`src/rtl/uart_rx_core.sv`:
```
// uart_rx_core: 8N1 UART receiver with a one-deep holding register,
// sticky framing/overrun flags and a registered interrupt output.
module uart_rx_core #(
    parameter int CLKS_PER_BIT = 4167,
    parameter int DATA_BITS    = 8
) (
    input  logic       clk,
    input  logic       rst_n,
    input  logic       rx,
    output logic [7:0] rx_data,
    output logic       rx_valid,
    input  logic       rx_pop,
    input  logic       err_clr,
    output logic       frame_err,
    output logic       overrun,
    output logic       busy,
    output logic       irq
);

    localparam logic [15:0] HALF_LIMIT = 16'(CLKS_PER_BIT / 2 - 1);
    localparam logic [15:0] FULL_LIMIT = 16'(CLKS_PER_BIT - 1);
    localparam logic [2:0]  LAST_BIT   = 3'(DATA_BITS - 1);

    typedef enum logic [2:0] {
        IDLE,
        START,
        DATA,
        STOP,
        BREAK_WAIT
    } state_t;

    state_t      state;
    logic [15:0] baud_cnt;
    logic [2:0]  bit_cnt;
    logic [7:0]  shift_reg;

    logic rx_meta;
    logic rx_s;
    logic rx_prev;

    logic fall_edge;
    logic stop_tick;
    logic good_stop;
    logic bad_stop;
    logic can_commit;

    // Two-flop synchronizer plus one history flop; idle-high reset values
    always_ff @(posedge clk or negedge rst_n) begin
        if (!rst_n) begin
            rx_meta <= 1'b1;
            rx_s    <= 1'b1;
            rx_prev <= 1'b1;
        end else begin
            rx_meta <= rx;
            rx_s    <= rx_meta;
            rx_prev <= rx_s;
        end
    end

    assign fall_edge  = !rx_s && rx_prev;
    assign stop_tick  = (state == STOP) && (baud_cnt == FULL_LIMIT);
    assign good_stop  = stop_tick && rx_s;
    assign bad_stop   = stop_tick && !rx_s;
    assign can_commit = !rx_valid || rx_pop;

    // Frame sequencer: start validation, mid-bit sampling, stop check, break wait
    always_ff @(posedge clk or negedge rst_n) begin
        if (!rst_n) begin
            state     <= IDLE;
            baud_cnt  <= 16'd0;
            bit_cnt   <= 3'd0;
            shift_reg <= 8'h00;
            busy      <= 1'b0;
        end else begin
            case (state)
                IDLE: begin
                    baud_cnt <= 16'd0;
                    if (fall_edge) begin
                        state <= START;
                        busy  <= 1'b1;
                    end
                end
                START: begin
                    if (baud_cnt == HALF_LIMIT) begin
                        baud_cnt <= 16'd0;
                        if (!rx_s) begin
                            state   <= DATA;
                            bit_cnt <= 3'd0;
                        end else begin
                            state <= IDLE;
                            busy  <= 1'b0;
                        end
                    end else begin
                        baud_cnt <= baud_cnt + 16'd1;
                    end
                end
                DATA: begin
                    if (baud_cnt == FULL_LIMIT) begin
                        baud_cnt  <= 16'd0;
                        shift_reg <= {rx_s, shift_reg[7:1]};
                        if (bit_cnt == LAST_BIT) begin
                            state <= STOP;
                        end else begin
                            bit_cnt <= bit_cnt + 3'd1;
                        end
                    end else begin
                        baud_cnt <= baud_cnt + 16'd1;
                    end
                end
                STOP: begin
                    if (baud_cnt == FULL_LIMIT) begin
                        baud_cnt <= 16'd0;
                        if (rx_s) begin
                            state <= IDLE;
                            busy  <= 1'b0;
                        end else begin
                            state <= BREAK_WAIT;
                        end
                    end else begin
                        baud_cnt <= baud_cnt + 16'd1;
                    end
                end
                BREAK_WAIT: begin
                    if (rx_s) begin
                        state <= IDLE;
                        busy  <= 1'b0;
                    end
                end
                default: begin
                    state    <= IDLE;
                    baud_cnt <= 16'd0;
                    busy     <= 1'b0;
                end
            endcase
        end
    end

    // Holding register: a good frame loads it when empty or being popped this cycle
    always_ff @(posedge clk or negedge rst_n) begin
        if (!rst_n) begin
            rx_data  <= 8'h00;
            rx_valid <= 1'b0;
        end else begin
            if (good_stop && can_commit) begin
                rx_data  <= shift_reg;
                rx_valid <= 1'b1;
            end else if (rx_pop && rx_valid) begin
                rx_valid <= 1'b0;
            end
        end
    end

    // Sticky error flags (a new error beats err_clr) and the registered interrupt
    always_ff @(posedge clk or negedge rst_n) begin
        if (!rst_n) begin
            frame_err <= 1'b0;
            overrun   <= 1'b0;
            irq       <= 1'b0;
        end else begin
            if (bad_stop) begin
                frame_err <= 1'b1;
            end else if (err_clr) begin
                frame_err <= 1'b0;
            end
            if (good_stop && !can_commit) begin
                overrun <= 1'b1;
            end else if (err_clr) begin
                overrun <= 1'b0;
            end
            irq <= rx_valid | frame_err | overrun;
        end
    end

endmodule
```
`config.mk`:
```
export PLATFORM = sky130hd
export DESIGN_NAME = uart_rx_core
export DESIGN_NICKNAME = d
export VERILOG_FILES = /design/src/rtl/uart_rx_core.sv
export SDC_FILE = /design/constraint.sdc
export NUM_CORES = 1
export LEC_CHECK = 0
export ABC_AREA = 1
export BUFFER_PORTS_ARGS = -buffer_cell sky130_fd_sc_hd__buf_2
export CAP_MARGIN = 10
export CORE_UTILIZATION = 65
export CTS_BUF_LIST = sky130_fd_sc_hd__clkbuf_8
export DETAILED_ROUTE_END_ITERATION = 7
export GPL_ROUTABILITY_DRIVEN = 0
export PLACE_DENSITY = 0.84
export SYNTH_ARGS = -nofsm -noshare
export SYNTH_HDL_FRONTEND = slang
export SYNTH_SLANG_ARGS = --single-unit
```
`constraint.sdc`:
```
create_clock -name clk -period 3.2 [get_ports clk]
set_input_delay 0.32 -clock clk [delete_from_list [all_inputs] [get_ports clk]]
set_output_delay 0.32 -clock clk [all_outputs]
set_load 0.01 [all_outputs]
```
==> out/metrics.csv, run 1 <==
stage;metric;value;unit
outcome;status;finished clean;
synth;main flop type after synthesis;dfrtp_1;
clock_network;Post-CTS Setup Bufs;0;
global_route;first-pass GRT wire length;8.73;mm
worst_hold_path;Hold Path Sink;rx_meta$_DFF_PN1_;
floorplanning;Initial Util;69.7;%
timing;Worst-Margin Slew;0.965;ns
floorplanning;chip width;62.5;um
detailed_routing;vias per cell;5.44;
floorplanning;I/O pin total;18;
clock_network;# H-tree levels;2;
synth;Yosys cell types;26;
setup_path;WP buf/inv;3;
timing;RSZ-0062 raised after global routing;false;
synth;sequential area share after synthesis;48.5;%
timing;f_max;0.529;GHz
clock_network;Num Clock Sinks;46;
detailed_routing;total routed wirelength;4.73;mm
setup_path;Slowest-stage cell, CP;dfrtp_1;
timing;Max Slew Vio Count;0;
detailed_routing;WL/cell;13.0;um
synth;synth cell count leaders;76 x nand2_1, 43 x dfrtp_1, 40 x inv_1, 34 x nor2_1, 24 x o21ai_0;
detailed_routing;TritonRoute pass-1 iters;4;
finish;Area Growth Syn to Fin;9.35;%
power_and_ir_drop;worst vdd rail ir drop;0.000325;V
placement;IO Port Bufs;17;
finish;Final nets;326;
timing;setup TNS;0;ns
timing;fin crit share;59.0;%
setup_path;CP most frequent cell;nand2_1;
power_and_ir_drop;Pwr Density;555;nW/um2
setup_path;crit start category;register;
worst_hold_path;Hold Path Stages;1;
clock_network;Root Buffer;clkbuf_8;
detailed_routing;post-route ant nets;0;
synth;Cells after Synth;297;
clock_network;cts repair resizes;0;
floorplanning;die footprint;3910;um2
setup_path;worst reg2reg path depth;13;
setup_path;CP arrival;2.07;ns
setup_path;critical-path maximum fanout;6;
clock_network;Clock Path Buffers;2;
finish;max reg flops;16;
synth;Mapped Area;2380;um2
setup_path;Worst R2R End;state[1]$_DFFE_PN0P_;
clock_network;TritonCTS clock tree;yes;
timing;skew final;0.00638;ns
power_and_ir_drop;total power;0.00145;W
synth;Ys Warns;0;
setup_path;crit path cell chain;inv_1, ha_1, inv_1, nor2_1, nand2_1, nor2_1, nand2_1, nand2_1, inv_1, nor2_2, nand2_1, nand2_1, nand2_1;
setup_path;reg2reg start;baud_cnt[0]$_DFFE_PN0P_;
setup_path;CP Class;reg -> reg;
worst_hold_path;Hold Path Class;in -> reg;
timing;Tmin final;1.89;ns
detailed_routing;DRC viols;0;
setup_path;CP Data Required Time;3.38;ns
synth;EDFF count, synth;0;
clock_network;Worst-Skew Late Latency;0.29;ns
clock_network;total CTS buffers;5;
detailed_routing;Iter 0 DRT Violations;148;
floorplanning;num rows;21;
worst_hold_path;startpoint of the worst hold path;rx;
global_route;initial antenna violation count;0;
synth;Net Count, Synth;306;
clock_network;hold_buf cts;0;
synth;top cell type's share of synthesized area;45.2;%
setup_path;CP Capture Type;register;
clock_network;clock slew at reported path FFs;0.08;ns
synth;count leader, synth;nand2_1;
run;max cap viols;0;
synth;FF+latch count, synth;46;
global_route;GRT Util Overall;28.3;%
detailed_routing;vias;1980;
timing;Rel. slew slack;35.7;%
synth;Synth area leaders;dfrtp_1 45%, nand2_1 12%, inv_1 6.3%;
synth;Avg Cell Area, Syn;8.02;um2
synth;Synth async-reset ratio;100;%
setup_path;setup slack, reg-to-reg;1.31;ns
global_route;remaining global-route overflow;0;
placement;DP HPWL;3.45;mm
power_and_ir_drop;Pleak;1.26;nW
global_route;vias in the first global route;2002;
setup_path;max incr delay on CP;0.40;ns
finish;ant diodes;0;
floorplanning;core area;3420;um2
finish;share of cells above drive strength 1;15.7;%
global_route;pin count of the biggest net entering global routing;47;
setup_path;delay-heaviest family, CP;simple AND/OR/NAND/NOR gates;
timing;final setup fails;0;
synth;Synth area leader;dfrtp_1;
timing;Hold Vio Cnt, Final;0;
floorplanning;Vert. Die Dim;62.5;um
## cells by family (layout without fill, tap and decap cells)
family,count (synthesis),after routing,share of synthesized area [%]
buffers and inverters,46,67,7.72
adders and majority gates,4,4,2.10
and+or+nand+nor,154,154,29.0
DFF,46,46,48.5
xor gates and xnor gates,7,7,2.57
AOI/OAI and AO/OA,40,40,10.1
## per-layer routing
metal | part of all wire [%] | track usage [%] | up-vias
met5 | 0 | 0 | -
met4 | 2.5 | 12.5 | 0
met3 | 5.7 | 5.11 | 13
met2 | 48 | 45.8 | 66
met1 | 44 | 37.4 | 924
li1 | - | - | 977
## worst register-to-register path: cells and delay by family, from the launching register on
kind,cells,cell delay [ns]
adder cells (fa/ha/maj),1,0.18
buffers and inverters,3,0.23
flip-flops,1,0.40
AND/OR/NAND/NOR,9,0.99
## cell usage in the layout, fill, tap and decap left out, drive strengths merged
master / instances
nand2: 80
inv: 44
dfrtp: 43
nor2: 43
o21ai: 32
nand3: 20
buf: 17
xor2: 6
nand4: 5
nor3: 5
clkbuf: 5
ha: 4
o22ai: 3
dfstp: 3
a21oi: 2
nand3b: 1
a22oi: 1
o211ai: 1
o21bai: 1
xnor2: 1
bufinv: 1
## area by class of cell
class	count	area [um2]
fillers	260	811
clock inverters	3	37.5
inverters	42	158
flip-flops and latches	46	1150
repair buffers	17	85.1
well taps	46	57.6
multi-input cells	205	1040
clock buffers	5	68.8
## stage by stage
step | worst slack (ns) | cell area (um2) | hold WS [ns] | instances | util (%)
after floorplan | 1.62 | 2380 | 0.0244 | 297 | -
after global placement | 1.35 | 2500 | 0.346 | 356 | 73.2
after detailed placement | 1.33 | 2500 | 0.350 | 356 | 73.2
after CTS | 1.31 | 2610 | 0.124 | 364 | 76.3
after global routing | 1.06 | 2610 | 0.110 | 364 | 76.3
final | 1.31 | 2610 | 0.127 | 364 | 76.3
## where the power goes
part / switching, W / leakage (nW) / internal, W
Combinational: 0.000271 / 0.575 / 0.000107
Clock: 0.000182 / 0.0607 / 0.000227
Sequential: 0.0000356 / 0.625 / 0.000623
Total: 0.000489 / 1.26 / 0.000957
## worst max path at each step
stage,startpoint,to,slack [ns],depth (start not counted)
2_1_floorplan,baud_cnt[0]$_DFFE_PN0P_,baud_cnt[11]$_DFFE_PN0P_,1.62,13
3_3_place_gp,baud_cnt[0]$_DFFE_PN0P_,baud_cnt[11]$_DFFE_PN0P_,1.35,13
3_5_place_dp,baud_cnt[0]$_DFFE_PN0P_,baud_cnt[11]$_DFFE_PN0P_,1.33,13
4_1_cts,baud_cnt[0]$_DFFE_PN0P_,baud_cnt[11]$_DFFE_PN0P_,1.31,13
5_1_grt,baud_cnt[0]$_DFFE_PN0P_,baud_cnt[11]$_DFFE_PN0P_,1.06,13
6_report,baud_cnt[0]$_DFFE_PN0P_,state[1]$_DFFE_PN0P_,1.31,13
(Power assumes the default switching activity.)
==> run 2, diff against run 1 <==
--- a/config.mk
+++ b/config.mk
@@ -8,11 +8,11 @@
 export ABC_AREA = 1
 export BUFFER_PORTS_ARGS = -buffer_cell sky130_fd_sc_hd__buf_2
 export CAP_MARGIN = 10
-export CORE_UTILIZATION = 65
+export CORE_UTILIZATION = 62
 export CTS_BUF_LIST = sky130_fd_sc_hd__clkbuf_8
 export DETAILED_ROUTE_END_ITERATION = 7
 export GPL_ROUTABILITY_DRIVEN = 0
-export PLACE_DENSITY = 0.84
+export PLACE_DENSITY = 0.81
 export SYNTH_ARGS = -nofsm -noshare
 export SYNTH_HDL_FRONTEND = slang
 export SYNTH_SLANG_ARGS = --single-unit
==> constraint.sdc (replaced) <==
create_clock -name clk -period 1.75 [get_ports clk]
set_input_delay 0.175 -clock clk [delete_from_list [all_inputs] [get_ports clk]]
set_output_delay 0.175 -clock clk [all_outputs]
set_load 0.01 [all_outputs]
==> run 2 against run 1 <==
Register-to-register slack got worse by 1.2 ns. Global-route usage fell by 1.5 points. Utilization rose by 0.43 points. Die area rose by 4.7%. Sequential share of layout area fell by 3.2 points. Worst hold slack got worse by 0.050 ns. Flip-flop and latch count did not move. Sequential power rose by 84%. Critical path depth did not move. Via count rose by 4.8%. Critical path type unchanged. First-iteration DRC count rose by 10%. Clock skew rose by 0.0043 ns.
==> out/metrics.csv, run 2 (synthesized netlist as in run 1, its figures left out) <==
stage;metric;value;unit;change
placement;worst setup slack after placement;-0.0288;ns;was 1.33 ns
timing;setup TNS;0;ns;unchanged
worst_hold_path;Hold Path Stages;2;;was 1
clock_network;Worst-Skew Late Latency;0.30;ns;was 0.29 ns
clock_network;TritonCTS clock tree;yes;;unchanged
global_route;initial antenna violation count;0;;unchanged
placement;IO Port Bufs;17;;unchanged
outcome;status;finished clean;;unchanged
detailed_routing;vias;2075;;was 1980
timing;skew final;0.0107;ns;was 0.00638 ns
timing;final setup fails;0;;unchanged
power_and_ir_drop;Pleak;1.33;nW;was 1.26 nW
timing;fin crit share;95.4;%;was 59.0%
setup_path;CP arrival;1.86;ns;was 2.07 ns
detailed_routing;Iter 0 DRT Violations;163;;was 148
finish;Non-Filler Instances;381;;was 364
global_route;vias in the first global route;1975;;was 2002
floorplanning;I/O pin total;18;;unchanged
timing;Rel. slew slack;62.2;%;was 35.7%
clock_network;clock slew at reported path FFs;0.09;ns;was 0.08 ns
setup_path;crit path cell chain;inv_2, ha_4, inv_2, nor2_4, nand2_2, nor2_1, nand2_1, nand2_2, inv_1, nor2_4, nand2_1, nand2_1, nand2_1;;was inv_1, ha_1, inv_1, nor2_1, nand2_1, nor2_1, nand2_1, nand2_1, inv_1, nor2_2, nand2_1, nand2_1, nand2_1
setup_path;CP Depth;13;;unchanged
finish;most common cell after layout, fill and taps aside;nand2_1;;unchanged
global_route;pin count of the biggest net entering global routing;47;;unchanged
floorplanning;core area;3660;um2;was 3420 um2
detailed_routing;post-route ant nets;0;;unchanged
detailed_routing;WL/cell;14.0;um;was 13.0 um
finish;Final nets;341;;was 326
setup_path;Worst R2R End;state[1]$_DFFE_PN0P_;;unchanged
setup_path;CP Capture Type;register;;unchanged
setup_path;WP buf/inv;3;;unchanged
worst_hold_path;Hold Path Sink;frame_err$_DFFE_PN0P_;;was rx_meta$_DFF_PN1_
floorplanning;chip width;64.0;um;was 62.5 um
detailed_routing;DRC viols;0;;unchanged
worst_hold_path;Hold Path Class;in -> reg;;unchanged
detailed_routing;TritonRoute pass-1 iters;4;;unchanged
detailed_routing;vias per cell;5.45;;was 5.44
clock_network;Clock Path Buffers;2;;unchanged
power_and_ir_drop;Reg power frac;41.0;%;was 45.5%
timing;f_max;0.599;GHz;was 0.529 GHz
clock_network;# H-tree levels;2;;unchanged
global_route;GRT Util Overall;26.9;%;was 28.3%
setup_path;setup slack, reg-to-reg;0.08;ns;was 1.31 ns
detailed_routing;total routed wirelength;5.32;mm;was 4.73 mm
power_and_ir_drop;Switch Pwr;0.00106;W;was 0.000489 W
power_and_ir_drop;Sw Ratio;35.8;%;was 33.8%
setup_path;CP most frequent cell;nand2_1;;unchanged
timing;Worst-Margin Slew;0.568;ns;was 0.965 ns
clock_network;Root Buffer;clkbuf_8;;unchanged
finish;Layout Utilization;76.7;%;was 76.3%
timing;Hold Vio Cnt, Final;0;;unchanged
setup_path;CP Class;reg -> reg;;unchanged
detailed_routing;uppermost layer routed;met4;;unchanged
timing;Max Slew Vio Count;0;;unchanged
power_and_ir_drop;clock power share;27.8;%;was 28.3%
floorplanning;num rows;22;;was 21
power_and_ir_drop;Pwr Density;1050;nW/um2;was 555 nW/um2
run;max cap viols;0;;unchanged
global_route;remaining global-route overflow;0;;unchanged
power_and_ir_drop;Power Internal;0.00190;W;was 0.000957 W
placement;DP HPWL;3.50;mm;was 3.45 mm
floorplanning;Initial Util;65.1;%;was 69.7%
detailed_routing;Detail Route met3 WL;239;um;was 269 um
power_and_ir_drop;total power;0.00295;W;was 0.00145 W
finish;share of cells above drive strength 1;22.2;%;was 15.7%
detailed_routing;met1 WL;2.32;mm;was 2.09 mm
setup_path;max incr delay on CP;0.41;ns;was 0.40 ns
setup_path;delay-heaviest family, CP;simple AND/OR/NAND/NOR gates;;unchanged
clock_network;total CTS buffers;5;;unchanged
finish;max reg flops;16;;unchanged
timing;Tmin final;1.67;ns;was 1.89 ns
global_route;first-pass GRT wire length;8.45;mm;was 8.73 mm
floorplanning;die footprint;4090;um2;was 3910 um2
setup_path;Slowest-stage cell, CP;dfrtp_1;;unchanged
power_and_ir_drop;worst vdd rail ir drop;0.000922;V;was 0.000325 V
clock_network;Num Clock Sinks;46;;unchanged
finish;ant diodes;0;;unchanged
finish;Area Growth Syn to Fin;17.9;%;was 9.35%
timing;setup slack after layout;0.0800;ns;was 1.31 ns
placement;placed cell count;366;;was 356
finish;most frequent cells in the layout;74 x nand2_1, 43 x dfrtp_1, 38 x inv_1;;was 76 x nand2_1, 43 x dfrtp_1, 42 x inv_1
detailed_routing;DR WL met2;2.70;mm;was 2.26 mm
floorplanning;Vert. Die Dim;64.0;um;was 62.5 um
setup_path;CP Data Required Time;1.94;ns;was 3.38 ns
setup_path;worst reg2reg path depth;13;;unchanged
setup_path;crit start category;register;;unchanged
setup_path;critical-path maximum fanout;6;;unchanged
worst_hold_path;startpoint of the worst hold path;err_clr;;was rx
setup_path;reg2reg start;baud_cnt[0]$_DFFE_PN0P_;;unchanged
timing;RSZ-0062 raised after global routing;true;;was false
power_and_ir_drop;Comb pwr share;31.2;%;was 26.2%
[run 2: cell types whose count changed in the layout (fill, tap and decap cells not counted), moves of 2 or more]
cell | previous run | this run
buf_4 | 0 | 10
o21ai_0 | 24 | 18
o21ai_1 | 0 | 5
inv_1 | 42 | 38
buf_6 | 0 | 2
dlygate4sd3_1 | 0 | 2
inv_2 | 2 | 4
nand2_1 | 76 | 74
nand3_4 | 1 | 3
nor2_1 | 34 | 32
nor2_4 | 4 | 6
[run 2: per-stage QoR]
stage | hold slack (ns) | area [um2]
final | 0.0763 | 2810
after global routing | 0.0825 | 2810
after CTS | 0.0773 | 2720
after detailed placement | 0.281 | 2560
after global placement | 0.281 | 2560
after floorplan | -0.121 | 2380
[run 2: layout make-up]
class	count	area [um2]
flip-flops and latches	46	1150
clock buffers	5	68.8
multi-input cells	206	1110
fillers	273	853
well taps	48	60.1
repair buffers	31	203
clock inverters	3	48.8
inverters	42	158
[run 2: power by group through the flow]
stage,registers [W],clock network (W),logic (W)
after floorplan,0.00121,0,0.000515
after global placement,0.00122,0,0.000681
after detailed placement,0.00122,0,0.000703
after CTS,0.00120,0.000822,0.000766
after global routing,0.00122,0.000863,0.00103
final,0.00121,0.000821,0.000921
[run 2: repair_timing]
action	4_1_cts	5_1_grt
endpoints found under the setup margin	8	38
hold buffers	2	0
hold endpoints to repair	44	0
pin swaps	1	8
cloned	1	1
setup buffers	0	3
gates resized for setup	5	19
[run 2: worst max path at each step]
stage / startpoint / to
floorplan: baud_cnt[0]$_DFFE_PN0P_ / baud_cnt[11]$_DFFE_PN0P_
global placement: baud_cnt[0]$_DFFE_PN0P_ / baud_cnt[11]$_DFFE_PN0P_
detailed placement: baud_cnt[0]$_DFFE_PN0P_ / baud_cnt[11]$_DFFE_PN0P_
CTS: baud_cnt[0]$_DFFE_PN0P_ / bit_cnt[0]$_DFFE_PN0P_
global route: baud_cnt[0]$_DFFE_PN0P_ / state[1]$_DFFE_PN0P_
finish: baud_cnt[0]$_DFFE_PN0P_ / state[1]$_DFFE_PN0P_
[run 2: routing by layer]
metal	vias to the layer above	track usage (%)
met4	0	9.94
li1	1007	-
met2	61	45.5
met3	6	3.21
met1	1001	35.4
met5	-	0
==> run 3, diff against run 2 <==
==> constraint.sdc (replaced) <==
create_clock -name clk -period 1.8 [get_ports clk]
set_input_delay 0.18 -clock clk [delete_from_list [all_inputs] [get_ports clk]]
set_output_delay 0.18 -clock clk [all_outputs]
set_load 0.01 [all_outputs]
==> run 3 against run 2 <==
Clock power is 22% lower. Clock skew down 0.0047 ns. Flip-flop and latch count is the same. Utilization fell by 1.1 points. Cell count unchanged. Via count increased by 0.14%. Critical path type unchanged. Largest cell class unchanged.
==> out/metrics.csv, run 3 (synthesized netlist as in run 1, its figures left out) <==
stage;metric;value;unit;change
outcome;status;finished clean;;unchanged
finish;share of cells above drive strength 1;22.2;%;unchanged
setup_path;CP Data Required Time;2.01;ns;was 1.94 ns
setup_path;crit path cell chain;inv_2, ha_4, inv_2, nor2_4, nand3_1, nor2_1, nand2_2, nand2_2, nand2_4, nor2_4, inv_1, nand2_1, inv_1;;was inv_2, ha_4, inv_2, nor2_4, nand2_2, nor2_1, nand2_1, nand2_2, inv_1, nor2_4, nand2_1, nand2_1, nand2_1
floorplanning;die footprint;4090;um2;unchanged
detailed_routing;DRC viols;0;;unchanged
setup_path;delay-heaviest family, CP;simple AND/OR/NAND/NOR gates;;unchanged
setup_path;worst reg2reg path depth;13;;unchanged
global_route;remaining global-route overflow;0;;unchanged
setup_path;crit start category;register;;unchanged
global_route;GRT Util Overall;27.6;%;was 26.9%
setup_path;Worst R2R End;baud_cnt[11]$_DFFE_PN0P_;;was state[1]$_DFFE_PN0P_
timing;f_max;0.599;GHz;about the same
timing;fin crit share;92.8;%;was 95.4%
global_route;GRT busiest layer;met2;;unchanged
power_and_ir_drop;worst vdd rail ir drop;0.000776;V;was 0.000922 V
clock_network;Worst-Skew Late Latency;0.31;ns;was 0.30 ns
clock_network;total CTS buffers;5;;unchanged
setup_path;CP Class;reg -> reg;;unchanged
finish;Non-Filler Instances;381;;unchanged
finish;Area Growth Syn to Fin;16.1;%;was 17.9%
detailed_routing;WL/cell;13.7;um;was 14.0 um
global_route;initial antenna violation count;0;;unchanged
setup_path;CP Capture Type;register;;unchanged
worst_hold_path;Hold Path Stages;2;;unchanged
finish;max reg flops;16;;unchanged
setup_path;reg2reg start;baud_cnt[0]$_DFFE_PN0P_;;unchanged
global_route;vias in the first global route;1966;;was 1975
finish;most frequent cells in the layout;72 x nand2_1, 43 x dfrtp_1, 38 x inv_1;;was 74 x nand2_1, 43 x dfrtp_1, 38 x inv_1
timing;setup TNS;0;ns;unchanged
detailed_routing;TritonRoute pass-1 iters;4;;unchanged
setup_path;max incr delay on CP;0.41;ns;about the same
setup_path;setup slack, reg-to-reg;0.13;ns;was 0.08 ns
timing;Worst-Margin Slew;0.520;ns;was 0.568 ns
detailed_routing;vias;2078;;was 2075
floorplanning;Vert. Die Dim;64.0;um;unchanged
timing;final setup fails;0;;unchanged
global_route;GR Util met3;5.89;%;was 3.21%
setup_path;Slowest-stage cell, CP;dfrtp_1;;unchanged
timing;Max Slew Vio Count;0;;unchanged
power_and_ir_drop;Pwr Density;972;nW/um2;was 1050 nW/um2
finish;ant diodes;0;;unchanged
detailed_routing;vias per cell;5.45;;about the same
finish;most common cell after layout, fill and taps aside;nand2_1;;unchanged
placement;placed cell count;365;;was 366
detailed_routing;post-route ant nets;0;;unchanged
floorplanning;chip width;64.0;um;unchanged
finish;Final nets;341;;unchanged
clock_network;Num Clock Sinks;46;;unchanged
clock_network;TritonCTS clock tree;yes;;unchanged
finish;Fillers;265;;was 273
timing;Hold Vio Cnt, Final;0;;unchanged
placement;DP HPWL;3.61;mm;was 3.50 mm
timing;Rel. slew slack;65.4;%;was 62.2%
setup_path;WP buf/inv;4;;was 3
global_route;first-pass GRT wire length;8.53;mm;was 8.45 mm
detailed_routing;Iter 0 DRT Violations;135;;was 163
global_route;pin count of the biggest net entering global routing;25;;was 47
clock_network;clock slew at reported path FFs;0.09;ns;about the same
worst_hold_path;Hold Path Sink;frame_err$_DFFE_PN0P_;;unchanged
clock_network;Root Buffer;clkbuf_8;;unchanged
placement;IO Port Bufs;17;;unchanged
timing;Tmin final;1.67;ns;about the same
floorplanning;core area;3660;um2;unchanged
timing;skew final;0.00603;ns;was 0.0107 ns
run;max cap viols;0;;unchanged
floorplanning;num rows;22;;unchanged
clock_network;Clock Path Buffers;2;;unchanged
worst_hold_path;Hold Path Class;in -> reg;;unchanged
power_and_ir_drop;Pleak;1.31;nW;was 1.33 nW
floorplanning;Initial Util;65.1;%;unchanged
floorplanning;I/O pin total;18;;unchanged
detailed_routing;total routed wirelength;5.21;mm;was 5.32 mm
global_route;GR Layer Usage met1;33.6;%;was 35.4%
clock_network;# H-tree levels;2;;unchanged
setup_path;CP arrival;1.88;ns;was 1.86 ns
worst_hold_path;startpoint of the worst hold path;err_clr;;unchanged
global_route;M2 GR Usage;47.7;%;was 45.5%
setup_path;critical-path maximum fanout;8;;was 6
run 3: cell count changes in the layout (fill, tap and decap cells not counted), sizes merged:
cell    previous run  this run
clkinv             0         2
bufinv             1         0
inv               43        42
run 3: area by class of cell:
cell class | count | area, um2 | share of cell area [%]
tap | 48 | 60.1 | 2.17
clock buffer | 5 | 68.8 | 2.49
inverter | 42 | 158 | 5.70
clock inverter | 3 | 21.3 | 0.769
multi-input combinational | 206 | 1110 | 40.1
timing repair buffer | 31 | 195 | 7.06
sequential | 46 | 1150 | 41.7
run 3: worst register-to-register path, delay by kind of cell (launching register included):
family	cells	cell delay, ns
AND/OR/NAND/NOR	8	0.81
buffers and inverters	4	0.23
flip-flops	1	0.41
adder cells (fa/ha/maj)	1	0.14
run 3: layer usage:
layer	up-vias	wire length, um
li1	1011	-
met1	989	2230
met2	66	2590
met3	12	297
met4	0	100
met5	-	0
run 3: what timing repair did:
item | in CTS | in global routing
setup endpoints to repair | 3 | 37
endpoints found under the hold margin | 22 | 0
cloned | 0 | 1
setup buffers | 0 | 5
hold buffers | 2 | 0
resized for setup | 3 | 12
pin swaps | 1 | 10
run 3: metrics by stage:
stage	area, um2	power (W)	setup slack, ns	hold slack, ns	utilization [%]
CTS	2670	0.00253	0.0132	0.0797	73.0
detailed placement	2550	0.00185	0.0136	0.171	69.8
floorplan	2380	0.00168	0.218	-0.116	-
global placement	2550	0.00183	0.100	0.173	69.8
global route	2770	0.00285	-0.00504	0.0715	75.6
finish	2770	0.00269	0.130	0.0811	75.6
run 3: worst max-delay path by stage:
stage	slack [ns]	depth (start not counted)	from	to
finish	0.13	13	baud_cnt[0]$_DFFE_PN0P_	baud_cnt[11]$_DFFE_PN0P_
global placement	0.10	13	baud_cnt[0]$_DFFE_PN0P_	baud_cnt[11]$_DFFE_PN0P_
detailed placement	0.01	13	baud_cnt[0]$_DFFE_PN0P_	baud_cnt[11]$_DFFE_PN0P_
floorplan	0.22	13	baud_cnt[0]$_DFFE_PN0P_	baud_cnt[11]$_DFFE_PN0P_
global route	-0.005	13	baud_cnt[0]$_DFFE_PN0P_	baud_cnt[11]$_DFFE_PN0P_
CTS	0.01	13	baud_cnt[0]$_DFFE_PN0P_	baud_cnt[11]$_DFFE_PN0P_
run 3: power breakdown:
| part | switching [W] | total, W | internal, W |
|---|---|---|---|
| clock | 0.000368 | 0.000641 | 0.000273 |
| combinational | 0.000552 | 0.000877 | 0.000325 |
| sequential | 0.0000641 | 0.00117 | 0.00111 |
